**config.mk**
```make
export PLATFORM = sky130hd
export DESIGN_NAME = psram_qspi_ctrl_flat
export DESIGN_NICKNAME = d
export VERILOG_FILES = /design/src/rtl/psram_qspi_ctrl_if.sv /design/src/rtl/psram_qspi_ctrl.sv /design/src/flat_wrapper.sv
export SDC_FILE = /design/constraint.sdc
export NUM_CORES = 1
export LEC_CHECK = 0
export BUFFER_PORTS_ARGS = -buffer_cell sky130_fd_sc_hd__buf_2
export CAP_MARGIN = 20
export CORE_UTILIZATION = 56
export DETAILED_ROUTE_END_ITERATION = 8
export PLACE_DENSITY = 0.78
export SKIP_LAST_GASP = 1
export SYNTH_ARGS = -nofsm -noshare
export SYNTH_HDL_FRONTEND = slang
export SYNTH_SLANG_ARGS = --single-unit
```
**constraint.sdc**
```tcl
create_clock -name clock_i -period 3.6 [get_ports clock_i]
set_clock_uncertainty 0.15 [all_clocks]
set_input_delay 0.36 -clock clock_i [delete_from_list [all_inputs] [get_ports clock_i]]
set_output_delay 0.36 -clock clock_i [all_outputs]
set_load 0.05 [all_outputs]
```
**src/rtl/psram_qspi_ctrl_if.sv**
```systemverilog
// psram_qspi_ctrl_if: single-request valid/ready bus with a one-cycle response pulse.
// Rev 1.0
`default_nettype none

interface psram_qspi_ctrl_if;
   logic        req_valid;
   logic        req_ready;
   logic        req_wen;
   logic [23:0] req_addr;
   logic [1:0]  req_size;
   logic [31:0] req_wdata;
   logic        resp_valid;
   logic [31:0] resp_rdata;

   modport master (
      output req_valid, req_wen, req_addr, req_size, req_wdata,
      input  req_ready, resp_valid, resp_rdata
   );

   modport slave (
      input  req_valid, req_wen, req_addr, req_size, req_wdata,
      output req_ready, resp_valid, resp_rdata
   );
endinterface

`default_nettype wire

```
**src/rtl/psram_qspi_ctrl.sv**
```systemverilog
// psram_qspi_ctrl: QSPI master issuing one EBh quad read or 38h quad write per request.
// Rev 1.0
`default_nettype none

module psram_qspi_ctrl #(
   parameter int DUMMY_EDGES = 6,
   parameter int CE_GAP      = 2
) (
   input  logic             clock_i,
   input  logic             reset_i,
   psram_qspi_ctrl_if.slave bus,
   output logic             psram_sck_o,
   output logic             psram_ce_n_o,
   output logic [3:0]       psram_dout_o,
   output logic [3:0]       psram_douten_o,
   input  logic [3:0]       psram_din_i
);

   localparam logic [2:0] S_IDLE = 3'd0;
   localparam logic [2:0] S_CMD  = 3'd1;
   localparam logic [2:0] S_ADDR = 3'd2;
   localparam logic [2:0] S_WAIT = 3'd3;
   localparam logic [2:0] S_RD   = 3'd4;
   localparam logic [2:0] S_WR   = 3'd5;
   localparam logic [2:0] S_GAP  = 3'd6;

   localparam int CW = ($clog2(DUMMY_EDGES + 1) > 3) ? $clog2(DUMMY_EDGES + 1) : 3;
   localparam int GW = $clog2(CE_GAP + 1);

   logic [2:0]    state_q, state_d;
   logic [CW-1:0] cnt_q, cnt_d;
   logic [GW-1:0] gap_q, gap_d;
   logic          sck_q, sck_d;
   logic          ce_n_q, ce_n_d;
   logic [3:0]    dout_q, dout_d;
   logic [3:0]    douten_q, douten_d;
   logic          wen_q, wen_d;
   logic [23:0]   addr_q, addr_d;
   logic [31:0]   wdata_q, wdata_d;
   logic [2:0]    wlast_q, wlast_d;
   logic [31:0]   acc_q, acc_d;
   logic          resp_valid_q, resp_valid_d;
   logic [31:0]   rdata_q, rdata_d;
   logic          adv;
   logic          last;

   // Data nibble k of a 32-bit word: byte k/2, high nibble first.
   function automatic logic [4:0] nib_lsb(input logic [2:0] c);
      return {c[2:1], ~c[0], 2'b00};
   endfunction

   // {douten, dout} presented during the low phase of a given edge.
   function automatic logic [7:0] drive(input logic [2:0] st, input logic [2:0] c,
                                        input logic wen, input logic [23:0] addr,
                                        input logic [31:0] wdata);
      logic [7:0] cmd;
      logic [4:0] alsb;
      cmd   = wen ? 8'h38 : 8'hEB;
      alsb  = 5'd20 - {c, 2'b00};
      case (st)
         S_CMD:   drive = {4'b0001, 3'b000, cmd[3'd7 - c]};
         S_ADDR:  drive = {4'b1111, addr[alsb +: 4]};
         S_WR:    drive = {4'b1111, wdata[nib_lsb(c) +: 4]};
         default: drive = 8'h00;
      endcase
   endfunction

   assign last = ((state_q == S_RD) && (cnt_q == CW'(7))) ||
                 ((state_q == S_WR) && (cnt_q == CW'(wlast_q)));

   always_comb begin
      state_d      = state_q;
      cnt_d        = cnt_q;
      gap_d        = gap_q;
      sck_d        = sck_q;
      ce_n_d       = ce_n_q;
      dout_d       = dout_q;
      douten_d     = douten_q;
      wen_d        = wen_q;
      addr_d       = addr_q;
      wdata_d      = wdata_q;
      wlast_d      = wlast_q;
      acc_d        = acc_q;
      resp_valid_d = 1'b0;
      rdata_d      = rdata_q;
      adv          = 1'b0;
      case (state_q)
         S_IDLE: begin
            if (bus.req_valid) begin
               wen_d   = bus.req_wen;
               addr_d  = bus.req_addr;
               wdata_d = bus.req_wdata;
               wlast_d = (bus.req_size == 2'd0) ? 3'd1 : (bus.req_size == 2'd1) ? 3'd3 : 3'd7;
               acc_d   = '0;
               state_d = S_CMD;
               cnt_d   = '0;
               ce_n_d  = 1'b0;
               sck_d   = 1'b0;
               adv     = 1'b1;
            end
         end
         S_GAP: begin
            if (gap_q == GW'(CE_GAP - 2)) state_d = S_IDLE;
            else                          gap_d   = gap_q + GW'(1);
         end
         default: begin
            if (!sck_q) begin
               sck_d = 1'b1;
            end else begin
               sck_d = 1'b0;
               if (state_q == S_RD) acc_d[nib_lsb(cnt_q[2:0]) +: 4] = psram_din_i;
               if (last) begin
                  ce_n_d       = 1'b1;
                  dout_d       = 4'h0;
                  douten_d     = 4'h0;
                  resp_valid_d = 1'b1;
                  rdata_d      = wen_q ? 32'h0 : acc_d;
                  state_d      = S_GAP;
                  gap_d        = '0;
               end else begin
                  adv   = 1'b1;
                  cnt_d = cnt_q + CW'(1);
                  case (state_q)
                     S_CMD: if (cnt_q == CW'(7)) begin
                        state_d = S_ADDR;
                        cnt_d   = '0;
                     end
                     S_ADDR: if (cnt_q == CW'(5)) begin
                        state_d = wen_q ? S_WR : ((DUMMY_EDGES == 0) ? S_RD : S_WAIT);
                        cnt_d   = '0;
                     end
                     S_WAIT: if (cnt_q == CW'(DUMMY_EDGES - 1)) begin
                        state_d = S_RD;
                        cnt_d   = '0;
                     end
                     default: ;
                  endcase
               end
            end
         end
      endcase
      if (adv) {douten_d, dout_d} = drive(state_d, cnt_d[2:0], wen_d, addr_d, wdata_d);
   end

   always_ff @(posedge clock_i) begin
      if (reset_i) begin
         state_q      <= S_IDLE;
         cnt_q        <= '0;
         gap_q        <= '0;
         sck_q        <= 1'b0;
         ce_n_q       <= 1'b1;
         dout_q       <= 4'h0;
         douten_q     <= 4'h0;
         wen_q        <= 1'b0;
         addr_q       <= '0;
         wdata_q      <= '0;
         wlast_q      <= '0;
         acc_q        <= '0;
         resp_valid_q <= 1'b0;
         rdata_q      <= '0;
      end else begin
         state_q      <= state_d;
         cnt_q        <= cnt_d;
         gap_q        <= gap_d;
         sck_q        <= sck_d;
         ce_n_q       <= ce_n_d;
         dout_q       <= dout_d;
         douten_q     <= douten_d;
         wen_q        <= wen_d;
         addr_q       <= addr_d;
         wdata_q      <= wdata_d;
         wlast_q      <= wlast_d;
         acc_q        <= acc_d;
         resp_valid_q <= resp_valid_d;
         rdata_q      <= rdata_d;
      end
   end

   assign bus.req_ready   = (state_q == S_IDLE);
   assign bus.resp_valid  = resp_valid_q;
   assign bus.resp_rdata  = rdata_q;
   assign psram_sck_o     = sck_q;
   assign psram_ce_n_o    = ce_n_q;
   assign psram_dout_o    = dout_q;
   assign psram_douten_o  = douten_q;

endmodule

`default_nettype wire
```
**src/flat_wrapper.sv**
```systemverilog
// flat-port wrapper written by rule: the top's interface ports become plain ports
module psram_qspi_ctrl_flat 
#(
   parameter int DUMMY_EDGES = 6,
   parameter int CE_GAP      = 2
)
  (clock_i, reset_i, psram_sck_o, psram_ce_n_o, psram_dout_o, psram_douten_o, psram_din_i, bus_req_valid, bus_req_wen, bus_req_addr, bus_req_size, bus_req_wdata, bus_req_ready, bus_resp_valid, bus_resp_rdata);
  psram_qspi_ctrl_if bus_i ();
  input  logic clock_i;
  input  logic reset_i;
  output logic psram_sck_o;
  output logic psram_ce_n_o;
  output logic [3:0] psram_dout_o;
  output logic [3:0] psram_douten_o;
  input  logic [3:0] psram_din_i;
  input wire logic [$bits(bus_i.req_valid)-1:0] bus_req_valid;
  input wire logic [$bits(bus_i.req_wen)-1:0] bus_req_wen;
  input wire logic [$bits(bus_i.req_addr)-1:0] bus_req_addr;
  input wire logic [$bits(bus_i.req_size)-1:0] bus_req_size;
  input wire logic [$bits(bus_i.req_wdata)-1:0] bus_req_wdata;
  output wire logic [$bits(bus_i.req_ready)-1:0] bus_req_ready;
  output wire logic [$bits(bus_i.resp_valid)-1:0] bus_resp_valid;
  output wire logic [$bits(bus_i.resp_rdata)-1:0] bus_resp_rdata;
  assign bus_i.req_valid = bus_req_valid;
  assign bus_i.req_wen = bus_req_wen;
  assign bus_i.req_addr = bus_req_addr;
  assign bus_i.req_size = bus_req_size;
  assign bus_i.req_wdata = bus_req_wdata;
  assign bus_req_ready = bus_i.req_ready;
  assign bus_resp_valid = bus_i.resp_valid;
  assign bus_resp_rdata = bus_i.resp_rdata;
  psram_qspi_ctrl #(.DUMMY_EDGES(DUMMY_EDGES), .CE_GAP(CE_GAP)) u_core (.clock_i(clock_i), .reset_i(reset_i), .bus(bus_i), .psram_sck_o(psram_sck_o), .psram_ce_n_o(psram_ce_n_o), .psram_dout_o(psram_dout_o), .psram_douten_o(psram_douten_o), .psram_din_i(psram_din_i));
endmodule
```
; ---- Yosys cells after proc, flatten, opt, wreduce, memory -nomap -nowiden
; Index checks and enable logic that the tools add are counted.
[classes]
addsub = 5
magnitude_cmp = 1
eq_ne = 16
shifts = 4
mux = 55
bitwise_logic = 6
reduce_logical = 22
[op_table]
columns = op, n
row1 = 2-to-1 mux 32 bit, 6
row2 = case mux 32 bit (2 select lines), 1
row3 = 2-to-1 mux 24 bit, 2
row4 = 2-to-1 mux 3 bit, 15
row5 = bitwise mux 32 bit, 1
row6 = "variable shift 4 x 7 -> 32 bit, first input constant", 1
row7 = variable part select 32 x 6 -> 4 bit, 1
row8 = variable part select 4 x 7 -> 32 bit, 1
row9 = case mux 8 bit (3 select lines), 1
row10 = variable part select 24 x 6 -> 4 bit, 1
row11 = 2-to-1 mux 4 bit, 5
row12 = "equality test 3 bit, second input constant", 6
row13 = case mux 3 bit (2 select lines), 3
row14 = nonzero test 2 bit, 6
row15 = 2-to-1 mux 1 bit, 11
row16 = "equality test 3 x 2 -> 1 bit, second input constant", 3
row17 = case mux 3 bit (3 select lines), 1
row18 = AND reduction 3 bit, 3
row19 = 2-to-1 mux 8 bit, 1
row20 = AND reduction 4 bit, 2
row21 = negator 5 -> 7 bit, 1
row22 = "equality test 3 x 1 -> 1 bit, second input constant", 2
row23 = 2-to-1 mux 2 bit, 3
row24 = inverter 1 bit, 6
row25 = 19 further kinds, 26
[totals]
register_bits = 143
in_bits = 66
out_inout_bits = 44
elab_cells = 123

; ---- Logic depth before layout (Yosys ltp)
; Gate-level depths: netlist of run 1.
[depth]
ltp_word = 11
depth_mapped = 13
depth_no_buf = 11

; ---- Least setup slack after synthesis of run 1
; No wires, ideal clock.
[synth_timing]
path_type = reg2reg
startpoint = register u_core.cnt_q[0]
endpoint = register u_core.dout_q[0] (netlist: u_core.psram_dout_o[0])
setup_ns = 0.128
arrival_time_ns = 2.564
required_time_ns = 3.322
path_slack_ns = 0.757
stages_incl_launch_ff = 12
n_path_buf = 2
period_less_slack_ns = 2.843
cell_sequence = dfxtp_1 clkbuf_1 inv_1 ha_1 clkbuf_1 nand3_1 or4_1 o31a_1 o21ai_1 a21oi_1 a221oi_2 a31oi_1
[synth_via]
elab_chain_cells = 11
word_cells_on_any_way = 40
classes_between = 3 x add/sub / 7 x eq/ne / 2 x shift / 21 x mux / 1 x bitwise / 6 x reduce/logical
[synth_rtl]
columns = element, line
row1 = start: declaration, psram_qspi_ctrl.sv:31  ; logic [CW-1:0] cnt_q, cnt_d;
row2 = start signal: assignment, psram_qspi_ctrl.sv:163  ; cnt_q <= cnt_d;
row3 = "parallel branches: the longest is 11 deep, another holds subtractor 5 bit", n/a
row4 = end signal: assignment, psram_qspi_ctrl.sv:167  ; dout_q <= dout_d;
row5 = end: declaration, psram_qspi_ctrl.sv:35  ; logic [3:0] dout_q, dout_d;
; Parallel ways; which one is timed is not known. The select of a mux whose other input is x is not followed.
; A chain may end at the register's enable or synchronous reset.

; ---- Final worst setup path of run 1
[layout_timing]
startpoint = register u_core.cnt_q[0]
endpoint = register u_core.dout_q[1] (netlist: u_core.psram_dout_o[1])
[layout_via]
elab_chain_cells = 10
word_cells_on_any_way = 37
classes_between = 2 x add/sub / 7 x eq/ne / 2 x shift / 19 x mux / 1 x bitwise / 6 x reduce/logical
[layout_rtl]
columns = element, line
row1 = "adder 3 x 1 -> 3 bit, or another cell as far along", psram_qspi_ctrl.sv:122  ; cnt_d = cnt_q + CW'(1);
row2 = "2-to-1 mux 3 bit, or another cell as far along", "psram_qspi_ctrl.sv:128, psram_qspi_ctrl.sv:132"
row3 = case mux 3 bit (2 select lines) or logical OR 1 bit (tied branches), "psram_qspi_ctrl.sv:123, psram_qspi_ctrl.sv:68"
row4 = 2-to-1 mux 3 bit, psram_qspi_ctrl.sv:112  ; if (last) begin
row5 = 2-to-1 mux 3 bit, psram_qspi_ctrl.sv:107  ; if (!sck_q) begin
row6 = case mux 3 bit (2 select lines), psram_qspi_ctrl.sv:87  ; case (state_q)
row7 = subtractor 5 bit or inverter 1 bit (tied branches), "psram_qspi_ctrl.sv:59, psram_qspi_ctrl.sv:49"
row8 = variable part select 24 x 6 -> 4 bit or variable part select 32 x 6 -> 4 bit (tied branches), "psram_qspi_ctrl.sv:62, psram_qspi_ctrl.sv:63"
row9 = case mux 8 bit (3 select lines), psram_qspi_ctrl.sv:60  ; case (st)
row10 = 2-to-1 mux 4 bit, psram_qspi_ctrl.sv:142  ; if (adv) {douten_d, dout_d} = drive(state_d, cnt_d[2:0], wen_d, addr_d, wdata_d);
; Parallel ways exist; a longest one is shown, timed or not.

==> results of run 1 <==
## critical path, stage by stage, from the launching register on
cell and delay, ns:
dfxtp_1 0.39, buf_4 0.20, inv_1 0.15, ha_1 0.51
nand3_1 0.19, nor3_2 0.33, nor2_1 0.12, buf_4 0.20
nand2_1 0.18, a211oi_1 0.08, o41ai_1 0.56, o211ai_1 0.16
## flip-flops by register name, indices dropped and copies added (netlist names), 3 cells and up
name and count:
u_core.acc_q 32, u_core.bus.resp_rdata 32, u_core.wdata_q 32, u_core.addr_q 24
u_core.psram_dout_o 4, u_core.cnt_q 3, u_core.state_q 3, u_core.wlast_q 3
## stage by stage
step                hold slack (ns)  cells  power (W)  cell area (um2)
finish                       0.0266   1011    0.00371             7610
CTS                          0.0188   1006    0.00370             7560
detailed placement            0.296    974    0.00216             7040
global placement              0.290    974    0.00215             7040
floorplan                     0.275    762    0.00203             6440
global route                 0.0333   1011    0.00385             7610
## synth_stat cells (3+ instances only)
| library cell | count | area [um2] |
|---|---|---|
| nand3_1 | 6 | 30.0 |
| nand2b_1 | 3 | 18.8 |
| clkbuf_1 | 34 | 128 |
| mux2_2 | 14 | 158 |
| xor2_1 | 3 | 26.3 |
| and2_1 | 4 | 25.0 |
| a21oi_1 | 79 | 395 |
| or2_2 | 3 | 18.8 |
| nor2_1 | 61 | 229 |
| a211oi_1 | 10 | 75.1 |
| o21bai_1 | 5 | 37.5 |
| dfxtp_1 | 141 | 2820 |
| o211ai_1 | 3 | 22.5 |
| buf_2 | 8 | 40.0 |
| buf_6 | 3 | 33.8 |
| a22o_1 | 31 | 272 |
| mux2i_1 | 37 | 370 |
| nand2_1 | 163 | 612 |
| nor2b_1 | 5 | 31.3 |
| buf_1 | 6 | 22.5 |
| nand4_1 | 3 | 18.8 |
| o21ai_1 | 3 | 15.0 |
| o21ai_0 | 23 | 115 |
| nor3_1 | 14 | 70.1 |
| a22oi_1 | 27 | 203 |
| a31oi_1 | 4 | 25.0 |
| inv_1 | 9 | 33.8 |
| o22ai_1 | 4 | 25.0 |
| nand3b_1 | 4 | 30.0 |
| ha_1 | 10 | 125 |
## power groups by stage
stage	clock network (W)	registers (W)	logic, W
after floorplan	0	0.00171	0.000325
after global placement	0	0.00170	0.000446
after detailed placement	0	0.00170	0.000462
after CTS	0.00157	0.00167	0.000466
after global routing	0.00165	0.00168	0.000526
final	0.00156	0.00167	0.000483
## cell type report
| cell class | instances | area, um2 |
|---|---|---|
| Fill cell | 861 | 3420 |
| Inverter | 9 | 33.8 |
| Timing Repair Buffer | 131 | 726 |
| Multi-Input combinational cell | 558 | 3340 |
| Clock inverter | 11 | 70.1 |
| Tap cell | 140 | 175 |
| Clock buffer | 21 | 450 |
| Sequential cell | 141 | 2820 |
## cell families after synthesis
logic type / Yosys count
buffers and inverters: 63
XOR/XNOR: 4
AND/OR/NAND/NOR: 285
multiplexers: 51
adder cells (fa/ha/maj): 10
flip-flops: 141
AO/OA/AOI/OAI: 208
## path summary, 6_finish.rpt
| path | endpoint | cells after the start | startpoint | slack [ns] |
|---|---|---|---|---|
| setup / recovery | u_core.psram_dout_o[1]$_SDFFE_PP0P_ | 11 | u_core.cnt_q[0]$_SDFF_PP0_ | 0.24 |
| hold / removal | u_core.wdata_q[21]$_SDFF_PP0_ | 3 | bus_req_wdata[21] | 0.03 |
| setup reg to reg | u_core.psram_dout_o[1]$_SDFFE_PP0P_ | 11 | u_core.cnt_q[0]$_SDFF_PP0_ | 0.24 |
| hold reg to reg | u_core.wdata_q[5]$_SDFF_PP0_ | 2 | u_core.wdata_q[5]$_SDFF_PP0_ | 0.30 |
## layer usage
layer	track usage, %	vias to the layer above	wire length, um	part of all wire [%]
li1	-	2884	-	-
met1	38.1	2833	7380	44
met2	45.0	227	7830	47
met3	5.80	30	1110	6.7
met4	9.90	0	314	1.9
met5	0	-	0	0
## repair_timing
action / in CTS / in global routing
setup buffers: 0 / 5
setup endpoints to repair: 0 / 3
resized for setup: 0 / 1
hold buffers: 0 / 0
==> results.sh, run 1 <==
export IMPL_ant_nets=0
export IMPL_max_vdd_ir_drop_v=0.000358
export IMPL_via_count=5974
export IMPL_crit_required_ns=3.72
export IMPL_p_leak_nw=3.12
export IMPL_cts_buffers=17
export IMPL_synth_warnings=0
export IMPL_place_hpwl_um=11200
export IMPL_synth_cell_types=61
export IMPL_cts_root_buf="clkbuf_16"
export IMPL_fin_setup_tns_ns=0
export IMPL_finalNetCount=934
export IMPL_antenna_found_initial=0
export IMPL_mostFrequentLayoutCells="163 x nand2_1, 141 x dfxtp_1, 108 x buf_2, 79 x a21oi_1, 61 x nor2_1"
export IMPL_ys_seq_elements=141
export IMPL_drc=0
export IMPL_p_per_area_mw_per_mm2=487
export IMPL_syn_area_per_cell_um2=8.46
export IMPL_preCtsSetupSlack_ns=0.206
export IMPL_fmax_mhz=298
export IMPL_synthMuxAreaShare_pct=8.19
export IMPL_yosys_area_share_xor_xnor_pct=0.660
export IMPL_cts_tree="built"
export IMPL_hold_class="in -> reg"
export IMPL_rsz0062_at_grt="no"
export IMPL_final_min_clock_period_ns=3.36
export IMPL_final_util_pct=69.0
export IMPL_period_share_pct=93.3
export IMPL_place_congestion=0.928
export IMPL_first_global_vias=5426
export IMPL_grt_overflow=0
export IMPL_drt_wirelength_per_cell_um=16.4
export IMPL_p_int_w=0.00269
export IMPL_p_seq_share_pct=45.0
export IMPL_via_per_inst=5.91
export IMPL_combPwrFrac_pct=13.0
export IMPL_path_class="reg -> reg"
export IMPL_max_cap_viol_count=0
export IMPL_synth_nets=838
export IMPL_synthAdderAreaFrac_pct=1.94
export IMPL_finalMaxSlewViolations=0
export IMPL_end_kind="flip-flop"
export IMPL_clk_pin_slew_ns=0.06
export IMPL_cts_sinks=141
export IMPL_placement_io_buffers=109
export IMPL_ys_seq_area_share_pct=43.8
export IMPL_initial_core_util_pct=58.4
export IMPL_synth_compound_area_share_pct=21.2
export IMPL_status="complete, no violations"
export IMPL_setup_ws_ns=0.240
export IMPL_design_portCount=110
export IMPL_syn_to_final_growth_pct=18.2
export IMPL_power_switching_w=0.00101
export IMPL_async_reset_ff_share_pct=0
export IMPL_htree_levels=4
export IMPL_synth_top_family_by_area="compound AO/OA/AOI/OAI gates"
export IMPL_max_slew_margin_pct=47.5
export IMPL_syn_area_mm2=0.00644
export IMPL_fp_dieArea_mm2=0.0119
export IMPL_synth_edf_count=0
export IMPL_grt_pass1_wl_um=26400
export IMPL_grt_max_degree=71
export IMPL_rows=38
export IMPL_synth_ff_type="dfxtp_1"
export IMPL_power_frac_clock_pct=41.9
export IMPL_hold_violations=0
export IMPL_clk_latency_ns=0.42
export IMPL_core_region_area_mm2=0.0110
export IMPL_switching_share_pct=27.3
export IMPL_setup_viol=0
export IMPL_synth_cells=762
export IMPL_synthSimpleGateAreaFrac_pct=19.6
export IMPL_drive_gt1_share_pct=21.8
export IMPL_worstPathArrival_ns=3.48
export IMPL_cp_start_kind="flip-flop"
export IMPL_drt_iter0_drc=445
export IMPL_path_max_fanout=11
export IMPL_dieHeight_um=109
export IMPL_first_pass_iters=7
export IMPL_chipWidth_um=109
export IMPL_routed_wl_um=16600
export IMPL_max_slew_worst_pin_slew_ns=0.787
export IMPL_final_common_cell="nand2_1"
export IMPL_n_antenna_cell=0
export IMPL_gr_usage_all_layers_pct=28.3
export IMPL_clk_path_buf_depth=2
No activity file was read; power rests on OpenSTA's default activity.
==> run 2: changes to the inputs <==
ABC_AREA = 1   (was unset)
CORE_UTILIZATION = 57   (was 56)
==> results.sh, run 2 <==
export IMPL_status="complete, no violations"
export IMPL_htree_levels=4
export IMPL_cts_sinks=141
export IMPL_synth_area_leader_cell="dfxtp_1"
export IMPL_reg2reg_from="u_core.cnt_q[1]$_SDFF_PP0_"
export IMPL_end_kind="flip-flop"
export IMPL_ff2ff_path_depth=18
export IMPL_dieHeight_um=111
export IMPL_syn_to_final_growth_pct=18.2
export IMPL_whs_path_depth=3
export IMPL_power_frac_clock_pct=46.2
export IMPL_synth_cell_types=41
export IMPL_syn_area_mm2=0.00673
export IMPL_mostFrequentLayoutCells="174 x nand2_1, 141 x dfxtp_1, 122 x nor2_1, 108 x buf_2, 78 x o21ai_0"
export IMPL_initial_core_util_pct=58.7
export IMPL_hp_start="bus_req_addr[1]"
export IMPL_crit_required_ns=3.73
export IMPL_final_common_cell="nand2_1"
export IMPL_fmax_mhz=340
export IMPL_ys_seq_area_share_pct=41.9
export IMPL_place_hpwl_um=11400
export IMPL_hold_class="in -> reg"
export IMPL_p_per_area_mw_per_mm2=544
export IMPL_final_min_clock_period_ns=2.94
export IMPL_grt_max_degree=79
export IMPL_synth_top_area_share_pct=41.9
export IMPL_drt_iter0_drc=548
export IMPL_ys_seq_elements=141
export IMPL_fin_setup_tns_ns=0
export IMPL_power_switching_w=0.00116
export IMPL_via_per_inst=5.52
export IMPL_post_cts_buffers=0
export IMPL_n_antenna_cell=0
export IMPL_combPwrFrac_pct=15.4
export IMPL_ant_nets=0
export IMPL_period_share_pct=81.7
export IMPL_cts_resized=0
export IMPL_design_portCount=110
export IMPL_max_slew_margin_pct=34.1
export IMPL_synth_warnings=0
export IMPL_syn_area_per_cell_um2=7.42
export IMPL_finalMaxSlewViolations=0
export IMPL_cts_buffers=17
export IMPL_cts_tree="built"
export IMPL_cp_start_kind="flip-flop"
export IMPL_core_region_area_mm2=0.0115
export IMPL_place_congestion=0.909
export IMPL_drive_gt1_share_pct=20.7
export IMPL_rsz0062_at_grt="no"
export IMPL_clk_path_buf_depth=2
export IMPL_hold_violations=0
export IMPL_clk_pin_slew_ns=0.06
export IMPL_synth_nets=983
export IMPL_hold_end="u_core.addr_q[1]$_SDFF_PP0_"
export IMPL_ctsHoldBuffers=0
export IMPL_max_vdd_ir_drop_v=0.000429
export IMPL_r2r_setup_slack_ns=0.66
export IMPL_clk_latency_ns=0.43
export IMPL_drt_wirelength_per_cell_um=14.7
export IMPL_synth_ff_type="dfxtp_1"
export IMPL_max_slew_worst_pin_slew_ns=0.986
export IMPL_fp_dieArea_mm2=0.0123
export IMPL_chipWidth_um=111
export IMPL_routed_wl_um=16900
export IMPL_gr_usage_all_layers_pct=28.9
export IMPL_async_reset_ff_share_pct=0
export IMPL_synth_edf_count=0
export IMPL_p_int_w=0.00316
export IMPL_synth_most_common_cell="nand2_1"
export IMPL_path_class="reg -> reg"
export IMPL_timing_rr_end="u_core.psram_dout_o[0]$_SDFFE_PP0P_"
export IMPL_cts_root_buf="clkbuf_16"
export IMPL_max_cap_viol_count=0
export IMPL_worstPathArrival_ns=3.07
export IMPL_first_pass_iters=6
export IMPL_antenna_found_initial=0
export IMPL_grt_pass1_wl_um=28400
export IMPL_switching_share_pct=26.9
export IMPL_rows=39
export IMPL_placement_io_buffers=109
export IMPL_synth_area_leaders="dfxtp_1 42%, nand2_1 9.8%, nor2_1 6.8%"
export IMPL_grt_overflow=0
export IMPL_drc=0
export IMPL_p_seq_share_pct=38.4
export IMPL_setup_viol=0
export IMPL_p_leak_nw=3.74
export IMPL_power_total_w=0.00433
export IMPL_via_count=6343
export IMPL_ys_top_cells_by_count="175 x nand2_1, 141 x dfxtp_1, 122 x nor2_1"
export IMPL_finalNetCount=1070
export IMPL_first_global_vias=5843
export IMPL_synth_cells=907
export IMPL_path_max_fanout=12
run 2: changes by cell type after synthesis, sizes merged, moves of 19 or more:
cell,delta
a22o,-31
nand3,+66
a21oi,-28
nand2,+29
inv,+54
nor3,+19
nor2,+62
o21ai,+61
a22oi,-27
run 2: cells by family after synthesis:
family,count (synthesis),share of synthesized area (%)
multiplexers,39,5.80
AO/OA/AOI/OAI,150,11.9
adder cells (fa/ha/maj),10,1.86
flip-flops,141,41.9
AND/OR/NAND/NOR,455,31.1
buffers and inverters,112,7.41
run 2: cell type report:
cell class                      instances  area [um2]
Clock buffer                           21         480
Clock inverter                         11         203
Fill cell                             984        3510
Inverter                               64         245
Multi-Input combinational cell        654        3410
Sequential cell                       141        2820
Tap cell                              143         179
Timing Repair Buffer                  116         613
run 2: power by group through the flow:
stage / sequential [W] / clock (W) / combinational, W
after floorplan: 0.00170 / 0 / 0.000493
after global placement: 0.00169 / 0 / 0.000649
after detailed placement: 0.00169 / 0 / 0.000651
after CTS: 0.00166 / 0.00202 / 0.000659
after global routing: 0.00167 / 0.00208 / 0.000741
final: 0.00166 / 0.00200 / 0.000665
run 2: worst max-delay path by stage:
stage,start,to,slack [ns],cells after the start
4_1_cts,u_core.cnt_q[1]$_SDFF_PP0_,u_core.psram_dout_o[0]$_SDFFE_PP0P_,0.68,18
2_1_floorplan,u_core.cnt_q[1]$_SDFF_PP0_,u_core.psram_dout_o[1]$_SDFFE_PP0P_,1.11,16
5_1_grt,u_core.cnt_q[1]$_SDFF_PP0_,u_core.psram_dout_o[0]$_SDFFE_PP0P_,0.38,18
3_5_place_dp,u_core.cnt_q[1]$_SDFF_PP0_,u_core.psram_dout_o[2]$_SDFFE_PP0P_,0.73,18
6_report,u_core.cnt_q[1]$_SDFF_PP0_,u_core.psram_dout_o[0]$_SDFFE_PP0P_,0.66,18
3_3_place_gp,u_core.cnt_q[1]$_SDFF_PP0_,u_core.psram_dout_o[2]$_SDFFE_PP0P_,0.79,18
run 2: routing by layer:
| layer | GRT usage (%) | vias to the layer above | wire length [um] |
|---|---|---|---|
| li1 | - | 3162 | - |
| met1 | 40.4 | 2932 | 7760 |
| met2 | 44.1 | 227 | 7700 |
| met3 | 5.90 | 22 | 1200 |
| met4 | 10.5 | 0 | 266 |
| met5 | 0 | - | 0 |
run 2: critical path, stage by stage (launching register included):
cell and delay, ns:
dfxtp_1 0.49, inv_1 0.15, ha_1 0.25, ha_1 0.23, nor2_1 0.14, nand3b_2 0.18
inv_2 0.04, nor2_2 0.13, nand2_2 0.09, nand2_2 0.09, nand2_2 0.17, nand2_1 0.13
nand2_1 0.08, inv_2 0.10, nand2_1 0.05, nand3_1 0.08, nand3_1 0.08, nand2_1 0.09
a21oi_2 0.06
run 2: through the flow:
step	setup slack (ns)	cells	instance area, um2	hold slack (ns)	utilization, %
5_1_grt	0.376	1150	7960	0.0414	69.4
4_1_cts	0.682	1150	7960	0.0313	69.4
3_3_place_gp	0.793	1118	7270	0.299	63.4
6_report	0.660	1150	7960	0.0425	69.4
2_1_floorplan	1.11	907	6730	0.289	-
3_5_place_dp	0.734	1118	7270	0.307	63.4
